$ cat src/rtl/control_sequencer_pkg.sv
// rtl/control_sequencer_pkg.sv - state, instruction-class, opcode and ALU code definitions for control_sequencer
package control_sequencer_pkg;

  typedef enum logic [3:0] {
    S_RESET, S_T0, S_T1, S_T2, S_T3, S_T4, S_T5, S_T6, S_HALT, S_WAIT_STEP
  } state_t;

  typedef enum logic [2:0] {
    CL_RRR, CL_IMM, CL_UNARY, CL_MULDIV, CL_NOP, CL_HALT, CL_ILL
  } op_class_t;

  localparam logic [4:0] OP_ADD  = 5'b00011;
  localparam logic [4:0] OP_SUB  = 5'b00100;
  localparam logic [4:0] OP_AND  = 5'b00101;
  localparam logic [4:0] OP_OR   = 5'b00110;
  localparam logic [4:0] OP_SHR  = 5'b00111;
  localparam logic [4:0] OP_SHL  = 5'b01000;
  localparam logic [4:0] OP_NEG  = 5'b01001;
  localparam logic [4:0] OP_NOT  = 5'b01010;
  localparam logic [4:0] OP_MUL  = 5'b01011;
  localparam logic [4:0] OP_DIV  = 5'b01100;
  localparam logic [4:0] OP_ADDI = 5'b01101;
  localparam logic [4:0] OP_NOP  = 5'b11010;
  localparam logic [4:0] OP_HALT = 5'b11011;

  localparam logic [4:0] ALU_NOP = 5'd0;
  localparam logic [4:0] ALU_ADD = 5'd1;
  localparam logic [4:0] ALU_SUB = 5'd2;
  localparam logic [4:0] ALU_AND = 5'd3;
  localparam logic [4:0] ALU_OR  = 5'd4;
  localparam logic [4:0] ALU_SHR = 5'd5;
  localparam logic [4:0] ALU_SHL = 5'd6;
  localparam logic [4:0] ALU_NEG = 5'd7;
  localparam logic [4:0] ALU_NOT = 5'd8;
  localparam logic [4:0] ALU_MUL = 5'd9;
  localparam logic [4:0] ALU_DIV = 5'd10;

endpackage

$ cat src/rtl/control_sequencer_op_class.sv
// rtl/control_sequencer_op_class.sv - combinational opcode to instruction class and ALU operation decode
module control_sequencer_op_class
  import control_sequencer_pkg::*;
(
  input  logic [4:0] i_opcode,
  output logic [2:0] o_class,
  output logic [4:0] o_alu_op
);

  op_class_t w_class;

  always_comb begin
    w_class  = CL_ILL;
    o_alu_op = ALU_NOP;
    case (i_opcode)
      OP_ADD:  begin w_class = CL_RRR;    o_alu_op = ALU_ADD; end
      OP_SUB:  begin w_class = CL_RRR;    o_alu_op = ALU_SUB; end
      OP_AND:  begin w_class = CL_RRR;    o_alu_op = ALU_AND; end
      OP_OR:   begin w_class = CL_RRR;    o_alu_op = ALU_OR;  end
      OP_SHR:  begin w_class = CL_RRR;    o_alu_op = ALU_SHR; end
      OP_SHL:  begin w_class = CL_RRR;    o_alu_op = ALU_SHL; end
      OP_ADDI: begin w_class = CL_IMM;    o_alu_op = ALU_ADD; end
      OP_NEG:  begin w_class = CL_UNARY;  o_alu_op = ALU_NEG; end
      OP_NOT:  begin w_class = CL_UNARY;  o_alu_op = ALU_NOT; end
      OP_MUL:  begin w_class = CL_MULDIV; o_alu_op = ALU_MUL; end
      OP_DIV:  begin w_class = CL_MULDIV; o_alu_op = ALU_DIV; end
      OP_NOP:  w_class = CL_NOP;
      OP_HALT: w_class = CL_HALT;
      default: ;
    endcase
  end

  assign o_class = w_class;

endmodule

$ cat src/rtl/control_sequencer.sv
// rtl/control_sequencer.sv - Mini SRC fetch/execute control FSM; CTRL_STEP_EN adds a Step input for single-instruction stepping
module control_sequencer
  import control_sequencer_pkg::*;
#(
  parameter int OP_W       = 5,
  parameter int WAIT_LIMIT = 15
) (
  input  logic        Clock,
  input  logic        Clear,
  input  logic [31:0] IR,
  input  logic        MemReady,
`ifdef CTRL_STEP_EN
  input  logic        Step,
`endif
  output logic        PCout,
  output logic        ZHighout,
  output logic        Zlowout,
  output logic        MDRout,
  output logic        Cout,
  output logic        MARin,
  output logic        PCin,
  output logic        MDRin,
  output logic        IRin,
  output logic        Yin,
  output logic        HIin,
  output logic        LOin,
  output logic        ZHighIn,
  output logic        ZLowIn,
  output logic        Gra,
  output logic        Grb,
  output logic        Grc,
  output logic        Rin,
  output logic        Rout,
  output logic        IncPC,
  output logic        Read,
  output logic [4:0]  AluOp,
  output logic        Run,
  output logic        IllegalOp,
  output logic        BusErr
);

  localparam logic [7:0] LP_WAIT_LIMIT = 8'(WAIT_LIMIT);

  state_t          r_state, w_state_nxt, w_done_state;
  logic [7:0]      r_wait_cnt, w_wait_cnt_nxt;
  logic            r_bus_err, w_bus_err_nxt;
  logic [OP_W-1:0] w_opcode;
  logic [2:0]      w_class_bits;
  op_class_t       w_class;
  logic [4:0]      w_alu_op;
  logic            w_unused_ir;

  assign w_opcode    = IR[31 -: OP_W];
  assign w_unused_ir = ^IR[31-OP_W:0];
  assign w_class     = op_class_t'(w_class_bits);

  control_sequencer_op_class u_op_class (
    .i_opcode (w_opcode),
    .o_class  (w_class_bits),
    .o_alu_op (w_alu_op)
  );

`ifdef CTRL_STEP_EN
  assign w_done_state = S_WAIT_STEP;
`else
  assign w_done_state = S_T0;
`endif

  always_ff @(posedge Clock or negedge Clear) begin
    if (!Clear) begin
      r_state    <= S_RESET;
      r_wait_cnt <= '0;
      r_bus_err  <= 1'b0;
    end else begin
      r_state    <= w_state_nxt;
      r_wait_cnt <= w_wait_cnt_nxt;
      r_bus_err  <= w_bus_err_nxt;
    end
  end

  // T1 stalls on MemReady; a ready seen while the count equals the limit still succeeds
  always_comb begin
    w_state_nxt    = r_state;
    w_wait_cnt_nxt = r_wait_cnt;
    w_bus_err_nxt  = r_bus_err;
    case (r_state)
      S_RESET: w_state_nxt = S_T0;
      S_T0: begin
        w_state_nxt    = S_T1;
        w_wait_cnt_nxt = '0;
      end
      S_T1: begin
        if (MemReady) begin
          w_state_nxt    = S_T2;
          w_wait_cnt_nxt = '0;
        end else if (r_wait_cnt == LP_WAIT_LIMIT) begin
          w_state_nxt   = S_HALT;
          w_bus_err_nxt = 1'b1;
        end else begin
          w_wait_cnt_nxt = r_wait_cnt + 8'd1;
        end
      end
      S_T2: w_state_nxt = S_T3;
      S_T3: begin
        case (w_class)
          CL_NOP, CL_ILL: w_state_nxt = w_done_state;
          CL_HALT:        w_state_nxt = S_HALT;
          default:        w_state_nxt = S_T4;
        endcase
      end
      S_T4: w_state_nxt = (w_class == CL_UNARY) ? w_done_state : S_T5;
      S_T5: w_state_nxt = (w_class == CL_MULDIV) ? S_T6 : w_done_state;
      S_T6: w_state_nxt = w_done_state;
`ifdef CTRL_STEP_EN
      S_WAIT_STEP: if (Step) w_state_nxt = S_T0;
`else
      S_WAIT_STEP: w_state_nxt = S_T0;
`endif
      default: ;
    endcase
  end

  always_comb begin
    PCout     = 1'b0;
    ZHighout  = 1'b0;
    Zlowout   = 1'b0;
    MDRout    = 1'b0;
    Cout      = 1'b0;
    MARin     = 1'b0;
    PCin      = 1'b0;
    MDRin     = 1'b0;
    IRin      = 1'b0;
    Yin       = 1'b0;
    HIin      = 1'b0;
    LOin      = 1'b0;
    ZHighIn   = 1'b0;
    ZLowIn    = 1'b0;
    Gra       = 1'b0;
    Grb       = 1'b0;
    Grc       = 1'b0;
    Rin       = 1'b0;
    Rout      = 1'b0;
    IncPC     = 1'b0;
    Read      = 1'b0;
    AluOp     = ALU_NOP;
    Run       = 1'b0;
    IllegalOp = 1'b0;
    case (r_state)
      S_T0: begin Run = 1'b1; PCout = 1'b1; MARin = 1'b1; IncPC = 1'b1; ZLowIn = 1'b1; end
      S_T1: begin Run = 1'b1; Zlowout = 1'b1; PCin = 1'b1; Read = 1'b1; MDRin = 1'b1; end
      S_T2: begin Run = 1'b1; MDRout = 1'b1; IRin = 1'b1; end
      S_T3: begin
        Run = 1'b1;
        case (w_class)
          CL_RRR, CL_IMM: begin Grb = 1'b1; Rout = 1'b1; Yin = 1'b1; end
          CL_UNARY:       begin Grb = 1'b1; Rout = 1'b1; AluOp = w_alu_op; ZLowIn = 1'b1; end
          CL_MULDIV:      begin Gra = 1'b1; Rout = 1'b1; Yin = 1'b1; end
          CL_ILL:         IllegalOp = 1'b1;
          default: ;
        endcase
      end
      S_T4: begin
        Run = 1'b1;
        case (w_class)
          CL_RRR:    begin Grc = 1'b1; Rout = 1'b1; AluOp = w_alu_op; ZLowIn = 1'b1; end
          CL_IMM:    begin Cout = 1'b1; AluOp = w_alu_op; ZLowIn = 1'b1; end
          CL_UNARY:  begin Zlowout = 1'b1; Gra = 1'b1; Rin = 1'b1; end
          CL_MULDIV: begin
            Grb = 1'b1; Rout = 1'b1; AluOp = w_alu_op; ZHighIn = 1'b1; ZLowIn = 1'b1;
          end
          default: ;
        endcase
      end
      S_T5: begin
        Run = 1'b1;
        case (w_class)
          CL_RRR, CL_IMM: begin Zlowout = 1'b1; Gra = 1'b1; Rin = 1'b1; end
          CL_MULDIV:      begin Zlowout = 1'b1; LOin = 1'b1; end
          default: ;
        endcase
      end
      S_T6: begin Run = 1'b1; ZHighout = 1'b1; HIin = 1'b1; end
      default: ;
    endcase
  end

  assign BusErr = r_bus_err;

  a_one_bus_driver: assert property (@(posedge Clock) disable iff (!Clear)
    $onehot0({PCout, ZHighout, Zlowout, MDRout, Cout, Rout}));

endmodule

$ cat config.mk
export PLATFORM = sky130hd
export DESIGN_NAME = control_sequencer
export DESIGN_NICKNAME = d
export VERILOG_FILES = /design/src/rtl/control_sequencer_pkg.sv /design/src/rtl/control_sequencer_op_class.sv /design/src/rtl/control_sequencer.sv
export SDC_FILE = /design/constraint.sdc
export NUM_CORES = 1
export LEC_CHECK = 0
export CAP_MARGIN = 20
export CORE_UTILIZATION = 44
export CTS_CLUSTER_DIAMETER = 80
export DETAILED_ROUTE_END_ITERATION = 16
export PLACE_DENSITY = 0.95
export SYNTH_ARGS = -nofsm -noshare
export SYNTH_HDL_FRONTEND = slang
export SYNTH_SLANG_ARGS = --single-unit
$ cat constraint.sdc
create_clock -name Clock -period 4.6 [get_ports Clock]
set_clock_uncertainty 0.15 [all_clocks]
set_input_delay 0.69 -clock Clock [delete_from_list [all_inputs] [get_ports Clock]]
set_output_delay 0.69 -clock Clock [all_outputs]
set_load 0.05 [all_outputs]
### Word-level counts from Yosys, hierarchy flattened

Cells that the tools add are included.

* register bits after elaboration: 13
* input port bits: 35
* output and inout bits: 29
* word-level logic and storage cells: 95

* $add $sub $neg: 1
* equality and inequality tests: 30
* mux-type cells: 41
* bitwise logic cells: 1
* reduce and logical (&&, ||, !) cells: 19

Operator list (count)
* $pmux W4 S10: 1
* $eq A5 B4 Y1 const B: 6
* $pmux W4 S7: 1
* $mux W1: 21
* $eq A5 B3 Y1 const B: 4
* $pmux W3 S6: 1
* $eq A4 B3 Y1 const B: 4
* $mux W8: 2
* $pmux W8 S2: 1
* $reduce_or A2 Y1: 6
* $eq A5 B5 Y1 const B: 2
* $mux W5: 2
* $pmux W5 S2: 1
* $eq A3 B3 Y1 const B: 3
* $pmux W1 S3: 3
* $reduce_or A3 Y1: 3
* $add A8 B1 Y8 const B: 1
* $eq A4 B2 Y1 const B: 2
* $eq A8 B4 Y1 const B: 1
* $mux W4: 2
* $pmux W4 S2: 1
* $reduce_bool A7 Y1: 1
* $reduce_or A7 Y1: 1
* $eq A3 B2 Y1 const B: 2
* other kinds (15): 20

### Logic depth before layout (Yosys ltp)

Gate-level depths: netlist of run 1.

* depth after elaboration: 7
* gate-level depth with buffers: 7
* gate-level depth less buffers: 6

### By module

From an unflattened synthesis of run 1, not the netlist that was laid out.

* cell total of the unflattened synthesis: 168
* area total of the unflattened synthesis: 1253.7 µm²

By module, submodules not included
* control_sequencer: instances 1, cells each 139, area each 1071.0 µm², sequential area each 325.3 µm²
* control_sequencer_op_class: instances 1, cells each 29, area each 182.7 µm², sequential area each 0.0 µm²

### Worst setup path after synthesis of run 1

Ideal clock, no wire load.

* path type: input-to-output
* start point: in IR[29]
* end point: out Yin
* data arrival time: 2.956 ns
* required time: 3.760 ns
* path slack: 0.804 ns
* stages: 5
* path buffers: 2
* cells stage by stage: buf_2 > clkbuf_1 > o211ai_1 > nand4_1 > nor4_1

* cells in the longest elaborated chain, start to end: 7
* elaborated cells on any way between the ends: 23
* classes of those cells: eq/ne: 15; mux: 3; reduce/logical: 5

RTL lines
* start: declaration: line control_sequencer.sv:10 `input logic [31:0] IR,`
* $eq A5 B2 Y1 (tied with other cells): line control_sequencer_op_class.sv:15 `case (i_opcode)`
* $reduce_or A6 Y1 (no line) or $reduce_or A2 Y1 (tied branches)
* $pmux W3 S6 *: line control_sequencer_op_class.sv:15
* $eq A3 B2 Y1 (tied with other cells): line control_sequencer.sv:154 `case (w_class)`
* $reduce_or A3 Y1 (no line) *
* $mux W1 *: line control_sequencer.sv:154
* $mux W1 *: line control_sequencer.sv:148 `case (r_state)`
* end: declaration: line control_sequencer.sv:24 `output logic Yin,`

Every way passes the cells marked *; elsewhere a longest branch is shown, timed or not.

### Final worst setup path of run 1

* start point: in IR[27]
* end point: out Zlowout

* cells in the longest elaborated chain, start to end: 7
* elaborated cells on any way between the ends: 25
* classes of those cells: eq/ne: 16; mux: 4; reduce/logical: 5

RTL lines
* $eq A5 B2 Y1 (tied with other cells): line control_sequencer_op_class.sv:15
* $reduce_or A6 Y1 (no line) or $reduce_or A2 Y1 (tied branches)
* $pmux W3 S6 *: line control_sequencer_op_class.sv:15
* $eq A3 B2 Y1 (tied with other cells): line control_sequencer.sv:176 `case (w_class)`
* $reduce_or A3 Y1 (no line)
* $mux W1: line control_sequencer.sv:176
* $pmux W1 S3 *: line control_sequencer.sv:148
* end: declaration: line control_sequencer.sv:17 `output logic Zlowout,`

Marked as above.

==> results.md, run 1 <==
- Cell count after synthesis: 177
- Routed WL: 3.180 mm
- Vias per cell: 6.039
- Main synth FF type: dfrtp_1
- I/O pins: 64
- Worst Path Class, Setup: in -> out
- Hold WC Path Type: reg -> reg
- CTS Buf Count: 3
- Core Rows: 19
- GPL Wtd Cong: 0.8525
- Post-CTS Hold Buffers: 0
- Part of the power in registers: 0.207
- Synthesized cell area: 1324 um^2
- Number of buffers added on ports: 35
- Die Y: 56.85 um
- Initial antenna violation count: 0
- Syn Nets: 213
- Final hold violation count: 0
- CTS sink cnt: 13
- Critical Path Fanout Max: 15
- CP peak stage delay: 0.86 ns
- Fin crit share: 0.9395
- Wire per inst: 13.89 um
- Effective utilization at floorplan: 0.4719
- First-pass GRT wire length: 4.988 mm
- Core ar.: 2805 um^2
- RSZ-0062 raised after global routing: false
- # H-tree levels: 1
- Final antenna-violating net count: 0
- GRT Residual Overflow: 0
- Fmax: 231.4 MHz
- DRT Pass-1 Iters: 10
- Max cap viols: 0
- Pre-CTS setup slack: 0.3065 ns
- LEAKAGE: 0.7227 nW
- Layout cells sized above 1: 0.1061
- Remaining DRCs: 5
- Synthesis Warnings: 0
- Syn Area/Cell: 7.479 um^2
- Crit start category: primary input
- Logic pwr share: 0.711
- Largest net degree at the start of global routing: 19
- Psw: 0.5098 mW
- Synth-to-Final Area Change: 23.63%
- Nets: 235
- Post-DP HPWL: 2.371 mm
- Initial drt markers: 78
- CP dominant cell by count: clkdlybuf4s50_1
- Arr. time, crit path: 3.48 ns
- Die area: 3232 um^2
- # resized after CTS: 0
- Min Tclk post-route: 4.322 ns
- Utilization after layout: 0.5834
- Clock power frac: 0.082
- Post-CTS Setup Repair Bufs: 0
- Slew @ Worst Pin: 0.7148 ns
- Net Sw Frac: 0.5753
- Root Buffer: clkbuf_4
- Post-synthesis sequential area ratio: 0.2457
- Outcome: finished with violations
- Worst endpoint required time: 3.76 ns
- Worst skew pair latency: 0.28 ns
- Share of flip-flops with an asynchronous set or reset: 1.000
- Vias after detailed routing: 1383
- CTS tree: built
- Total track usage: 0.1934
- Maximum vdd drop: 0.2786 mV
- Slew Viols, Final: 0
- Clk buf depth: 2
- Crit-path cells: clkdlybuf4s50_1, nor2_1, o21ai_0, nand4_1, a311oi_1, clkdlybuf4s50_1
- Flops & latches, synth: 13
- Die width: 56.85 um
- Synth cell types: 46
- EDFF count, synth: 0
- Setup Viol. Count Final: 0
- Post-layout worst setup margin: 0.2783 ns
- Power Dens Cells: 541.5 nW/um^2
- Max_slew headroom: 0.5206
- Violations in the final reports: DRC
- Slowest cell on crit path: clkdlybuf4s50_1
- Pint: 0.3763 mW
- ANT cells: 0
- Vias in the first global route: 1140
- Setup TNS Final: 0 ns
- Endpoint class of the critical path: primary output
- Clock-pin slew on the worst setup and hold paths: 0.08 ns
-- through the flow --
step | power (mW) | area, um^2 | std cells | hold WS (ns)
after floorplan | 0.6782 | 1324 | 177 | 0.2444
after global placement | 0.8041 | 1610 | 225 | 0.3066
after detailed placement | 0.8104 | 1610 | 225 | 0.3078
after CTS | 0.8844 | 1637 | 229 | 0.3306
after global routing | 0.9342 | 1637 | 229 | 0.3781
final | 0.8862 | 1637 | 229 | 0.3294
-- kinds of logic after synthesis --
group / share of synthesized area
AO/OA/AOI/OAI: 0.2476
XOR/XNOR: 0.006617
adder cells (fa/ha/maj): 0.009450
buffers and inverters: 0.09640
flip-flops: 0.2457
multiplexers: 0.04064
other: 0.002833
AND/OR/NAND/NOR: 0.3507
-- final timing paths --
kind / cells after the start / to / slack [ns] / from
max: 6 / Zlowout / 0.28 / IR[27]
min: 1 / BusErr / 0.33 / BusErr
max reg2reg: 4 / r_wait_cnt[1] / 2.26 / r_state[0]
min reg2reg: 1 / BusErr / 0.33 / BusErr
max in group asynchronous: 1 / BusErr / 3.27 / Clear
min in group asynchronous: 1 / r_wait_cnt[4] / 0.64 / Clear
-- flip-flops by register name (all words and copies together) (netlist names) --
signal / cells
r_wait_cnt: 8
r_state: 4
BusErr: 1
-- critical path: cells and delay by family --
kind | cells | cell delay (ns)
AO/OA/AOI/OAI | 2 | 0.82
buffers and inverters | 2 | 1.64
AND/OR/NAND/NOR | 2 | 0.33
-- cell usage in the layout, fill, tap and decap left out, drive strengths merged, types with 2 or more instances in the layout --
cell,synthesis,layout
clkdlybuf4s50,0,30
nand2,21,21
dfrtp,13,13
nor2,13,13
a21oi,12,12
nand2b,8,8
buf,11,7
inv,6,6
nand3,6,6
nor3,6,6
or4,6,6
o21ai,6,6
nor2b,5,5
and3,5,5
o211ai,4,4
nor4,4,4
o211a,4,4
clkbuf,9,4
or3b,4,4
a211oi,3,3
mux2,3,3
a311oi,3,3
a31o,3,3
a21o,2,2
nand4,2,2
a31oi,2,2
mux2i,2,2
o21bai,2,2
-- power by group through the flow --
| stage | clock, mW | sequential, mW | combinational [mW] |
|---|---|---|---|
| 2_1_floorplan | 0 | 0.146 | 0.532 |
| 3_3_place_gp | 0 | 0.184 | 0.620 |
| 3_5_place_dp | 0 | 0.184 | 0.626 |
| 4_1_cts | 0.0738 | 0.182 | 0.629 |
| 5_1_grt | 0.0810 | 0.190 | 0.663 |
| 6_report | 0.0722 | 0.183 | 0.630 |
-- cell type report --
type                       instances  area [um^2]
fill                             255         1169
multi-input combinational        138        870.8
timing repair buffer              37        352.8
sequential                        13        325.3
tap                               31        38.79
clock buffer                       4        26.28
inverter                           6        22.52
-- Yosys cell counts (all sizes together), types with 6 or more instances --
| library cell | instances | area (um^2) |
|---|---|---|
| nand2 | 21 | 78.83 |
| dfrtp | 13 | 325.3 |
| nor2 | 13 | 48.80 |
| a21oi | 12 | 60.06 |
| buf | 11 | 71.31 |
| clkbuf | 9 | 33.78 |
| nand2b | 8 | 50.05 |
| inv | 6 | 22.52 |
| nand3 | 6 | 30.03 |
| nor3 | 6 | 30.03 |
| o21ai | 6 | 30.02 |
| or4 | 6 | 48.80 |
-- layer usage --
layer | track usage | part of all wire | vias up
li1 | - | - | 684
met4 | 0.04530 | 0.0079 | 0
met1 | 0.2708 | 0.46 | 632
met5 | 0 | 0 | -
met2 | 0.3095 | 0.46 | 63
met3 | 0.03456 | 0.075 | 4
Power figures use the tool's default switching activity.
==> run 2, diff against run 1 <==
- CAP_MARGIN: 20 -> 10
==> results of run 2 <==
No change in the layout: final DEF, timing and power equal those of run 1.
